### src/rtl/jtframe_cen_pkg.sv
// Shared defaults and packed-lane helper for the multi-channel fractional clock enable.
package jtframe_cen_pkg;

  localparam int CH_DEF     = 4;
  localparam int W_DEF      = 10;
  localparam int LOCK_DEF   = 30;
  localparam int LANE_MAXW  = 32;
  localparam int LANE_MAXCH = 16;
  localparam int LANE_VW    = LANE_MAXW * LANE_MAXCH;

  // Lane k of a vector packed as consecutive w-bit fields; upper result bits are zero.
  function automatic logic [LANE_MAXW-1:0] lane(input logic [LANE_VW-1:0] vec,
                                                 input int k, input int w = W_DEF);
    lane = LANE_MAXW'(vec >> (k * w));
    for (int i = 0; i < LANE_MAXW; i++)
      if (i >= w) lane[i] = 1'b0;
  endfunction

endpackage

### src/rtl/jtframe_cen_ch.sv
// One fractional clock-enable channel: n/m latch with change detect, accumulator,
// and half-rate companion enable.
module jtframe_cen_ch
  import jtframe_cen_pkg::*;
#(
  parameter int W = W_DEF
) (
  input  logic         clk,
  input  logic         rst_n,
  input  logic         run,
  input  logic [W-1:0] n,
  input  logic [W-1:0] m,
  output logic         chg,
  output logic         cen,
  output logic         cen2
);

  logic [W-1:0] n_l, m_l, acc, acc_next;
  logic [W:0]   sum;
  logic         phase, cen_next;

  assign chg = (n != n_l) || (m != m_l);

  always_comb begin
    sum      = {1'b0, acc} + {1'b0, n_l};
    cen_next = 1'b0;
    acc_next = acc;
    if (m_l == '0) begin
      acc_next = '0;
    end else if (n_l >= m_l) begin
      // Rate saturates at one pulse per clock; keep acc clean instead of carrying the excess
      cen_next = 1'b1;
      acc_next = '0;
    end else if (sum >= {1'b0, m_l}) begin
      cen_next = 1'b1;
      acc_next = W'(sum - {1'b0, m_l});
    end else begin
      acc_next = sum[W-1:0];
    end
  end

  always_ff @(posedge clk or negedge rst_n) begin
    if (!rst_n) begin
      n_l   <= '0;
      m_l   <= '0;
      acc   <= '0;
      phase <= 1'b0;
      cen   <= 1'b0;
      cen2  <= 1'b0;
    end else if (chg) begin
      n_l   <= n;
      m_l   <= m;
      acc   <= '0;
      phase <= 1'b0;
      cen   <= 1'b0;
      cen2  <= 1'b0;
    end else if (run) begin
      acc   <= acc_next;
      cen   <= cen_next;
      cen2  <= cen_next & ~phase;
      phase <= phase ^ cen_next;
    end else begin
      cen   <= 1'b0;
      cen2  <= 1'b0;
    end
  end

endmodule

### src/rtl/jtframe_cen_multi.sv
// CH fractional clock-enable channels sharing one emulated PLL lock counter that
// restarts whenever any channel is reprogrammed.
module jtframe_cen_multi
  import jtframe_cen_pkg::*;
#(
  parameter int CH          = CH_DEF,
  parameter int W           = W_DEF,
  parameter int LOCK_CYCLES = LOCK_DEF
) (
  input  logic            clk,
  input  logic            rst_n,
  input  logic [CH*W-1:0] n,
  input  logic [CH*W-1:0] m,
  output logic [CH-1:0]   cen,
  output logic [CH-1:0]   cen2,
  output logic            locked
);

  localparam int             CW        = $clog2(LOCK_CYCLES + 1);
  localparam logic [CW-1:0]  LOCK_LAST = CW'(LOCK_CYCLES);

  logic [CW-1:0]      cnt;
  logic [CH-1:0]      chg;
  logic               chg_any, restart, run;
  logic [LANE_VW-1:0] n_pad, m_pad;

  assign n_pad   = LANE_VW'(n);
  assign m_pad   = LANE_VW'(m);
  assign chg_any = |chg;
  // A change while the counter is still at its start point (the first latch after
  // reset) is already covered by the count in progress, so it does not restart it.
  assign restart = chg_any && (locked || (cnt != '0));
  assign run     = locked && !chg_any;

  always_ff @(posedge clk or negedge rst_n) begin
    if (!rst_n) begin
      cnt    <= '0;
      locked <= 1'b0;
    end else if (restart) begin
      cnt    <= '0;
      locked <= 1'b0;
    end else if (!locked) begin
      cnt <= cnt + CW'(1);
      if (cnt + CW'(1) == LOCK_LAST) locked <= 1'b1;
    end
  end

  genvar gi;
  generate
    for (gi = 0; gi < CH; gi++) begin : g_ch
      logic [W-1:0] n_k, m_k;
      assign n_k = W'(lane(n_pad, gi, W));
      assign m_k = W'(lane(m_pad, gi, W));

      jtframe_cen_ch #(.W(W)) u_ch (
        .clk   (clk),
        .rst_n (rst_n),
        .run   (run),
        .n     (n_k),
        .m     (m_k),
        .chg   (chg[gi]),
        .cen   (cen[gi]),
        .cen2  (cen2[gi])
      );
    end
  endgenerate

endmodule
### config.mk
export PLATFORM = sky130hd
export DESIGN_NAME = jtframe_cen_multi
export DESIGN_NICKNAME = d
export VERILOG_FILES = /design/src/rtl/jtframe_cen_pkg.sv /design/src/rtl/jtframe_cen_ch.sv /design/src/rtl/jtframe_cen_multi.sv
export SDC_FILE = /design/constraint.sdc
export NUM_CORES = 1
export LEC_CHECK = 0
export ABC_AREA = 1
export CAP_MARGIN = 5
export CORE_MARGIN = 2
export CORE_UTILIZATION = 55
export DETAILED_ROUTE_END_ITERATION = 8
export MAX_ROUTING_LAYER = met4
export PLACE_DENSITY = 0.88
export SLEW_MARGIN = 40
export SYNTH_ARGS = -nofsm -noshare
export SYNTH_HDL_FRONTEND = slang
export SYNTH_HIERARCHICAL = 1
export SYNTH_SLANG_ARGS = --single-unit
### constraint.sdc
create_clock -name clk -period 3.4 [get_ports clk]
set_input_delay 0.68 -clock clk [delete_from_list [all_inputs] [get_ports clk]]
set_output_delay 0.68 -clock clk [all_outputs]
set_load 0.01 [all_outputs]
==> impl_metrics.csv <==
group,metric,value,unit
status,outcome,"finished clean",
synth,yosysWarnings,6,
worst_hold_path,hold_class,"input pin to async pin",
sta,setup_viol,0,
sta,setup_ws,0.130,ns
setup_path,worstSetupEndpoint,"g_ch[0].u_ch/phase$_DFFE_PN0P_",
final_layout,n_fill_cell,1789,
setup_path,crit_buf_inv,5,
clock_tree,clockBufferDepth,2,
sta,timing.fmax,0.306,GHz
sta,skew,0.0135,ns
clock_tree,cts_tree,"built",
setup_path,cp_max_fo,4,
setup_path,crit_top_cell,"nand2_1",
synth,async_reset_ff_share,100,%
clock_tree,clkLatencyLatePin,0.43,ns
die,num_rows,54,
grt,gr-total-overflow,0,
setup_path,crit_start,"g_ch[0].u_ch/n_l[0]$_DFFE_PN0N_",
clock_tree,path_clk_slew,0.06,ns
setup_path,cp_slowest_cell,"dfrtp_1",
drt,route.detailed.drc,0,
setup_path,rrSetupSlack,0.13,ns
drt,post_drt_wl_per_cell,14.5,µm
sta,hold_viol,0,
setup_path,worst_ep_required_time,3.77,ns
placement,placed_area,13200,µm²
power,max-vdd-ir-drop,0.291,mV
placement,dp_slack,-0.0758,ns
final_layout,stdcell_count,2187,
setup_path,ff2ff_path_depth,23,
placement,gp_congestion,0.947,
placement,post-place-cells,2143,
setup_path,worstSetupStartpointType,"flip-flop",
placement,dp_hpwl,24.4,mm
placement,port_buffers,90,
setup_path,r2r-end,"g_ch[0].u_ch/phase$_DFFE_PN0P_",
final_layout,antenna_cells,0,
setup_path,crit_cells,23,
setup_path,arrival,3.64,ns
grt,track_usage,27.5,%
synth,netlist_instances,1847,
clock_tree,root_buffer,"clkbuf_16",
final_layout,final_util,66.5,%
clock_tree,cts_sinks,138,
synth,ys_ff_latch,138,
synth,synthDistinctLibCells,34,
grt,grt_max_degree,67,
drt,wl,31.8,mm
sta,slew-limit-headroom,46.8,%
drt,dr.first_iter.drc_count,880,
sta,worst_pin_slew,0.791,ns
sta,period_needed,3.27,ns
synth,synth_ff_type,"dfrtp_1",
final_layout,syn2layout_area_growth,18.7,%
drt,ant_nets,0,
grt,grt_pass1_wl,51.6,mm
sta,timing.final.crit_share,96.2,%
grt,grt_pass1_vias,11200,
power,power.density,329,nW/µm²
final_layout,nets,2111,
synth,syn_nets,2064,
clock_tree,htreeDepth,4,
setup_path,max_stage_delay,0.40,ns
die,fp.dieArea,23400,µm²
setup_path,critical_path_class,"flip-flop to flip-flop",
synth,yosysSeqAreaShare,28.2,%
setup_path,crit_chain,"ha_4 > inv_1 > fa_2 > inv_1 > nand2_1 > nand3_2 > nand3_1 > nand2_1 > nand2_1 > nand2_1 > inv_1 > ha_4 > inv_1 > nor3_2 > nand3_1 > nand2_1 > nor2_2 > nand3_1 > nand2_2 > inv_1 > ha_1 > or2_1 > nand2_1",
setup_path,cp-end-kind,"flip-flop",
synth,syn_area,12200,µm²
grt,antenna_found_initial,0,
final_layout,drive_above_1_share,12.2,%
synth,synth_edf_count,0,
power,power.total,4.77,mW
final_layout,design_area,14500,µm²
power,leakagePower,8.11,nW
die,start_util,56.0,%
setup_path,reg2reg_from,"g_ch[0].u_ch/n_l[0]$_DFFE_PN0N_",
sta,setup_tns,0,ns
sta,final_max_slew_viol_count,0,
drt,vias,11700,
synth,postSynthAreaPerCell,6.62,µm²
die,core,21800,µm²
die,die_w,153,µm
run,maxCapViolations,0,
sta,hold_ws,0.241,ns
clock_tree,cts_made_buffers,17,
drt,firstDrtPassIters,6,
die,die_h,153,µm
drt,viasPerCell,5.33,
setup_path,path_delay_family,"simple AND/OR/NAND/NOR gates",
die,io_pins,91,
Yosys cell counts (all sizes together) (8+ instances only):
cell	count	area (µm²)
a21oi	56	295
or2	9	56.3
nand4	72	475
nand2	628	2380
inv	312	1170
dfrtp	138	3450
o21ai	12	60.1
fa	8	160
a21o	10	75.1
ha	127	1590
clkbuf	83	312
nand3b	17	128
buf	13	119
nor4	8	50.1
xnor2	14	123
xor2	37	324
nand3	122	611
nor2	160	691
final cells by class:
| class | instances | area [µm²] | share of cell area, % |
|---|---|---|---|
| flip-flops and latches | 138 | 3450 | 23.8 |
| multi-input cells | 1301 | 7770 | 53.5 |
| inverters | 312 | 1170 | 8.07 |
| well taps | 280 | 350 | 2.41 |
| clock inverters | 13 | 145 | 1.00 |
| repair buffers | 124 | 1180 | 8.15 |
| clock buffers | 19 | 443 | 3.05 |
registers in the layout (all words and copies together), names as in the netlist:
signal and cells:
g_ch.u_ch/phase 4, cnt 5, locked 1, g_ch.u_ch/n_l 40, g_ch.u_ch/m_l 40, g_ch.u_ch/cen2 4
g_ch.u_ch/acc 40, g_ch.u_ch/cen 4
logic make-up (layout without fill, tap and decap cells):
group                      after synthesis  count (layout)  synth area share (%)
buffers and inverters                  408             468                  13.1
xor gates and xnor gates                51              51                  3.65
adders and majority gates              135             135                  14.3
AOI/OAI and AO/OA                       92              92                  4.41
DFF                                    138             138                  28.2
and+or+nand+nor                       1023            1023                  36.3
where the power goes:
| group | switching (mW) | total (mW) | internal [mW] |
|---|---|---|---|
| registers | 0.0593 | 1.75 | 1.69 |
| logic | 0.684 | 1.15 | 0.470 |
| clock network | 0.763 | 1.87 | 1.10 |
placed cells by master (no fill, tap or decap), types with 17 or more instances in the layout:
cell,instances
nor2_2,18
buf_4,32
nand2_2,28
inv_2,30
nand3b_1,17
clkdlybuf4s50_1,89
nand4_1,68
dfrtp_1,137
ha_1,99
inv_1,282
ha_4,26
a21oi_1,45
nand3_1,110
nor2_1,133
xor2_1,29
clkbuf_16,17
nand2_1,598
repair_timing:
item	in CTS	in global routing
endpoints found under the setup margin	7	48
pin swaps	0	18
setup buffers	1	11
resized for setup	18	87
hold buffers	0	0
how the worst min path moves through the flow:
| stage | startpoint | to | slack, ns | cells after the start |
|---|---|---|---|---|
| final | rst_n | g_ch[0].u_ch/m_l[6]$_DFFE_PN0N_ | 0.24 | 1 |
| after global routing | rst_n | g_ch[0].u_ch/m_l[6]$_DFFE_PN0N_ | 0.30 | 1 |
| after CTS | rst_n | g_ch[0].u_ch/m_l[6]$_DFFE_PN0N_ | 0.27 | 1 |
| after detailed placement | g_ch[1].u_ch/phase$_DFFE_PN0P_ | g_ch[1].u_ch/phase$_DFFE_PN0P_ | 0.46 | 2 |
| after global placement | g_ch[2].u_ch/phase$_DFFE_PN0P_ | g_ch[2].u_ch/phase$_DFFE_PN0P_ | 0.45 | 2 |
| after floorplan | rst_n | cnt[0]$_DFFE_PN0P_ | 0.38 | 0 |
layer usage:
metal  global-route usage [%]  wire length [µm]  up-vias
met5                        -                 0        -
met4                     10.2               941        0
met3                     4.45              1520       71
met2                     45.7             15400      356
met1                     33.7             13900     5390
li1                         -                 -     5833
Power figures use the tool's default switching activity.
